## src/rtl/cp0_exc_ctrl.sv

```systemverilog
// CP0 exception/interrupt controller at the M stage.
// Holds SR/Cause/EPC and raises the pipeline flush request.
module cp0_exc_ctrl #(
    parameter logic [31:0] HANDLER_ADDR = 32'h0000_4180
) (
    input  logic        clk,
    input  logic        reset,
    input  logic [4:0]  rd_addr,
    input  logic [4:0]  wr_addr,
    input  logic [31:0] wr_data,
    input  logic        wr_en,
    input  logic [31:0] vpc,
    input  logic        bd,
    input  logic [4:0]  exc_code,
    input  logic [5:0]  hw_int,
    input  logic        eret,
    output logic [31:0] rd_data,
    output logic [31:0] epc_out,
    output logic [31:0] handler_pc,
    output logic        req
);

    localparam logic [31:0] PRID = 32'h4C5A_5131;

    logic [5:0]  sr_im;
    logic        sr_exl;
    logic        sr_ie;
    logic        cause_bd;
    logic [5:0]  cause_ip;
    logic [4:0]  cause_exc;
    logic [31:0] epc;

    logic        int_req;
    logic        exc_req;
    logic [4:0]  code;
    logic [31:0] vpc_adj;
    logic        wr_sr;
    logic        wr_epc;

    assign int_req = (|(hw_int & sr_im)) & sr_ie & ~sr_exl;
    assign exc_req = (exc_code != 5'd0) & ~sr_exl;
    assign req     = int_req | exc_req;
    // interrupts outrank synchronous exceptions
    assign code    = int_req ? 5'd0 : exc_code;
    // a delay-slot victim restarts at its branch
    assign vpc_adj = bd ? (vpc - 32'd4) : vpc;

    assign wr_sr  = wr_en & ~req & (wr_addr == 5'd12);
    assign wr_epc = wr_en & ~req & (wr_addr == 5'd14);

    assign epc_out    = epc;
    assign handler_pc = HANDLER_ADDR;

    // CP0 state: exception entry beats mtc0/eret; eret clears EXL last
    always_ff @(posedge clk) begin
        if (reset) begin
            sr_im     <= '0;
            sr_exl    <= 1'b0;
            sr_ie     <= 1'b0;
            cause_bd  <= 1'b0;
            cause_ip  <= '0;
            cause_exc <= '0;
            epc       <= '0;
        end else begin
            cause_ip <= hw_int;
            if (req) begin
                sr_exl    <= 1'b1;
                cause_bd  <= bd;
                cause_exc <= code;
                epc       <= {vpc_adj[31:2], 2'b00};
            end else begin
                if (wr_sr) begin
                    sr_im  <= wr_data[15:10];
                    sr_exl <= wr_data[1];
                    sr_ie  <= wr_data[0];
                end
                if (wr_epc) begin
                    epc <= {wr_data[31:2], 2'b00};
                end
                if (eret) begin
                    sr_exl <= 1'b0;
                end
            end
        end
    end

    // mfc0 read port, shows pre-edge register contents
    always_comb begin
        rd_data = '0;
        case (rd_addr)
            5'd12: rd_data = {16'd0, sr_im, 8'd0, sr_exl, sr_ie};
            5'd13: rd_data = {cause_bd, 15'd0, cause_ip, 3'd0,
                              cause_exc, 2'b00};
            5'd14: rd_data = epc;
            5'd15: rd_data = PRID;
            default: rd_data = '0;
        endcase
    end

endmodule

```

## config.mk

```make
export PLATFORM = sky130hd
export DESIGN_NAME = cp0_exc_ctrl
export DESIGN_NICKNAME = d
export VERILOG_FILES = /design/src/rtl/cp0_exc_ctrl.sv
export SDC_FILE = /design/constraint.sdc
export NUM_CORES = 1
export LEC_CHECK = 0
export CAP_MARGIN = 20
export CORE_MARGIN = 3
export CORE_UTILIZATION = 41
export CTS_BUF_LIST = sky130_fd_sc_hd__clkbuf_8
export DETAILED_ROUTE_END_ITERATION = 7
export PLACE_DENSITY = 0.91
export SYNTH_ARGS = -nofsm -noshare
export SYNTH_HDL_FRONTEND = slang
export SYNTH_SLANG_ARGS = --single-unit
```

## constraint.sdc

```tcl
create_clock -name clk -period 2.78 [get_ports clk]
set_input_delay 0.556 -clock clk [delete_from_list [all_inputs] [get_ports clk]]
set_output_delay 0.556 -clock clk [all_outputs]
set_load 0.02 [all_outputs]
```

==> flow_metrics.py <==
metrics = {
    "hold_path": {
        "hp-start": "cause_bd",
        "hold_class": "reg2reg",
        "hold_path_depth": 2,
        "hold_end": "cause_bd",
    },
    "critical_path": {
        "critPathRequiredTime_ns": 2.22,
        "critPathLaunchType": "input pin",
        "path_class": "in2out",
        "r2r-end": "sr_im[2]",
        "critPathCaptureType": "primary output",
        "crit_start": "rd_addr[0]",
        "reg2reg_slack_ns": 0.84,
        "worst_r2r_path_depth": 7,
        "critical_path_arrival_ns": 2.16,
        "r2r-start": "sr_im[0]",
        "crit_path_max_fanout": 7,
    },
    "grt": {
        "gr-total-overflow": 0,
        "grt_first_pass_wirelength_mm": 18.26,
        "grt_pass1_vias": 3614,
        "grt_max_degree": 51,
        "antenna_found_initial": 0,
        "grt_usage": 0.2323,
    },
    "drt": {
        "vias": 3591,
        "drc": 0,
        "wl_per_cell_um": 16.57,
        "drt_iter0_markers": 140,
        "wl_mm": 11.55,
        "via_per_inst": 5.152,
        "ant_nets": 0,
        "firstDrtPassIters": 4,
    },
    "outcome": {
        "outcome": "complete, no violations",
    },
    "timing": {
        "setup_viol": 0,
        "max_freq_ghz": 0.3688,
        "finalMaxSlewViolations": 0,
        "hold_violations": 0,
        "worstMarginPinSlew_ns": 0.9637,
        "rsz0062_at_grt": "no",
        "slew_headroom": 0.3575,
        "layout_setup_ws_ns": 0.06847,
        "whs_ns": 0.4694,
        "period_needed_ns": 2.712,
        "period_share": 0.9754,
        "skew_ns": 0.01130,
    },
    "final_layout": {
        "regArea_um2": 1001,
        "n_antenna_cell": 0,
        "multi_input_area_um2": 2173,
        "stdcell_count": 697,
        "fill_cells": 641,
        "nets": 685,
        "area_growth_pct": 52.79,
        "drive_gt1_frac": 0.1227,
        "fin_area_um2": 5244,
    },
    "synthesis": {
        "ys_top_cells_by_area": "dfxtp_1, mux2i_1, buf_4",
        "yosysMostFrequentCell": "nor2_1",
        "ys.flop_type": "dfxtp_1",
        "synth_top_family_by_area": "simple AND/OR/NAND/NOR gates",
        "synth_common_cells": "nor2_1, dfxtp_1, mux2i_1",
        "synth_area_um2": 3432,
        "synth_top_area_share": 0.2917,
        "synth_xor_area_frac": 0.06380,
        "syn_avg_cell_area_um2": 8.172,
        "yosys.cell_types.count": 53,
        "ys_seq_area_frac": 0.2917,
        "ys_ff_latch": 50,
        "synthAdderAreaFrac": 0.003646,
        "yosys.area.top_type": "dfxtp_1",
        "yosys_warnings": 0,
        "synth_compound_area_frac": 0.1487,
        "synthMuxAreaShare": 0.1236,
        "async_flop_share": 0,
        "synth_edf_count": 0,
        "synthSimpleGateAreaFrac": 0.2494,
        "netlist_instances": 420,
    },
    "power": {
        "power.total_w": 0.001941,
        "irDropWorstVdd_mv": 0.2339,
        "power_leakage_nw": 2.203,
        "powerDensity_nw_per_um2": 370.1,
    },
    "die": {
        "die_h_um": 97.49,
        "ios": 187,
        "core_area_um2": 7928,
        "dieArea_um2": 9504,
        "placementRows": 32,
        "die_w_um": 97.49,
        "start_util": 0.4329,
    },
    "cts": {
        "cts.sinks": 50,
        "ctsLongestPathBuffers": 2,
        "clk_latency_ns": 0.30,
        "cts_tree": "yes",
        "clkTransAtPathRegs_ns": 0.09,
        "numCtsBuffers": 5,
        "ctsRootBufferMaster": "clkbuf_8",
        "cts_max_level": 2,
        "post-cts-setup-buffer-count": 0,
    },
    "placement": {
        "pre_cts_ws_ns": -0.2953,
        "portBuffers": 150,
        "dpl.hpwl_mm": 9.078,
        "dp.cells": 689,
        "gp_congestion": 0.9228,
        "place_area_um2": 5139,
    },
    "flow_run": {
        "drv_cap": 0,
    },
}
-- layout by cell type, fill, tap and decap left out, types with 7 or more instances in the layout --
cell,n
nand3_1,8
nor4_1,9
and2_1,11
a22oi_1,7
conb_1,34
dlygate4sd2_1,27
a21oi_1,27
nor2b_1,12
a211oi_1,16
xor2_1,8
nor3_1,8
clkdlybuf4s50_1,116
xnor2_1,17
mux2i_1,39
dfxtp_1,50
nand2_1,13
a21o_1,13
buf_4,40
nor2_1,65
-- per-layer routing --
| metal | share of wire | vias up | track usage |
|---|---|---|---|
| met4 | 0.018 | 0 | 0.07668 |
| met1 | 0.41 | 1668 | 0.2783 |
| li1 | - | 1755 | - |
| met2 | 0.52 | 148 | 0.4217 |
| met5 | 0 | - | 0 |
| met3 | 0.056 | 20 | 0.03446 |
-- how the worst max path moves through the flow --
stage | end | cells after the start | slack, ns
detailed placement | req | 6 | -0.30
floorplan | epc_out[30] | 5 | 0.26
global placement | req | 6 | -0.27
finish | rd_data[0] | 5 | 0.07
global route | rd_data[7] | 6 | 0.005
CTS | req | 6 | -0.16
-- layout make-up --
class | count | area share
clock inverters | 3 | 0.007635
multi-input cells | 339 | 0.4145
well taps | 102 | 0.02434
clock buffers | 5 | 0.01312
inverters | 6 | 0.004534
repair buffers | 192 | 0.3450
flip-flops and latches | 50 | 0.1909
-- state kept, by name, summed over array words and instances (netlist names) --
name / count
epc_out: 30
cause_ip: 6
sr_im: 6
cause_exc: 5
cause_bd: 1
sr_exl: 1
sr_ie: 1
-- report_power, final --
| part | switching (W) | total [W] | internal, W |
|---|---|---|---|
| logic | 0.000311 | 0.000620 | 0.000309 |
| clock network | 0.000242 | 0.000507 | 0.000265 |
| registers | 0.0000432 | 0.000813 | 0.000770 |
| total | 0.000597 | 0.00194 | 0.00134 |
-- critical path: stages --
cell,delay [ns]
clkdlybuf4s50_1,0.53
buf_4,0.23
or3_1,0.34
a21oi_1,0.15
dlygate4sd2_1,0.35
-- metrics by stage --
step / TNS [ns] / util
detailed placement: -4.314 / 0.6482
finish: 0 / 0.6615
global route: 0 / 0.6615
floorplan: 0 / -
global placement: -3.834 / 0.6482
CTS: -0.1599 / 0.6591
-- cell families (layout without fill, tap and decap cells) --
kind of cell / after synthesis / count (layout)
muxes: 42 / 42
buffers and inverters: 63 / 206
AOI/OAI and AO/OA: 76 / 76
DFF: 50 / 50
adders and majority gates: 1 / 1
xor gates and xnor gates: 25 / 25
other: 2 / 34
and+or+nand+nor: 161 / 161
-- repair_timing --
item	4_1_cts	5_1_grt
hold buffers	0	0
pin swaps	0	1
resized for setup	30	7
endpoints found under the setup margin	31	6
Note: power is estimated with default switching activity, not from simulation.
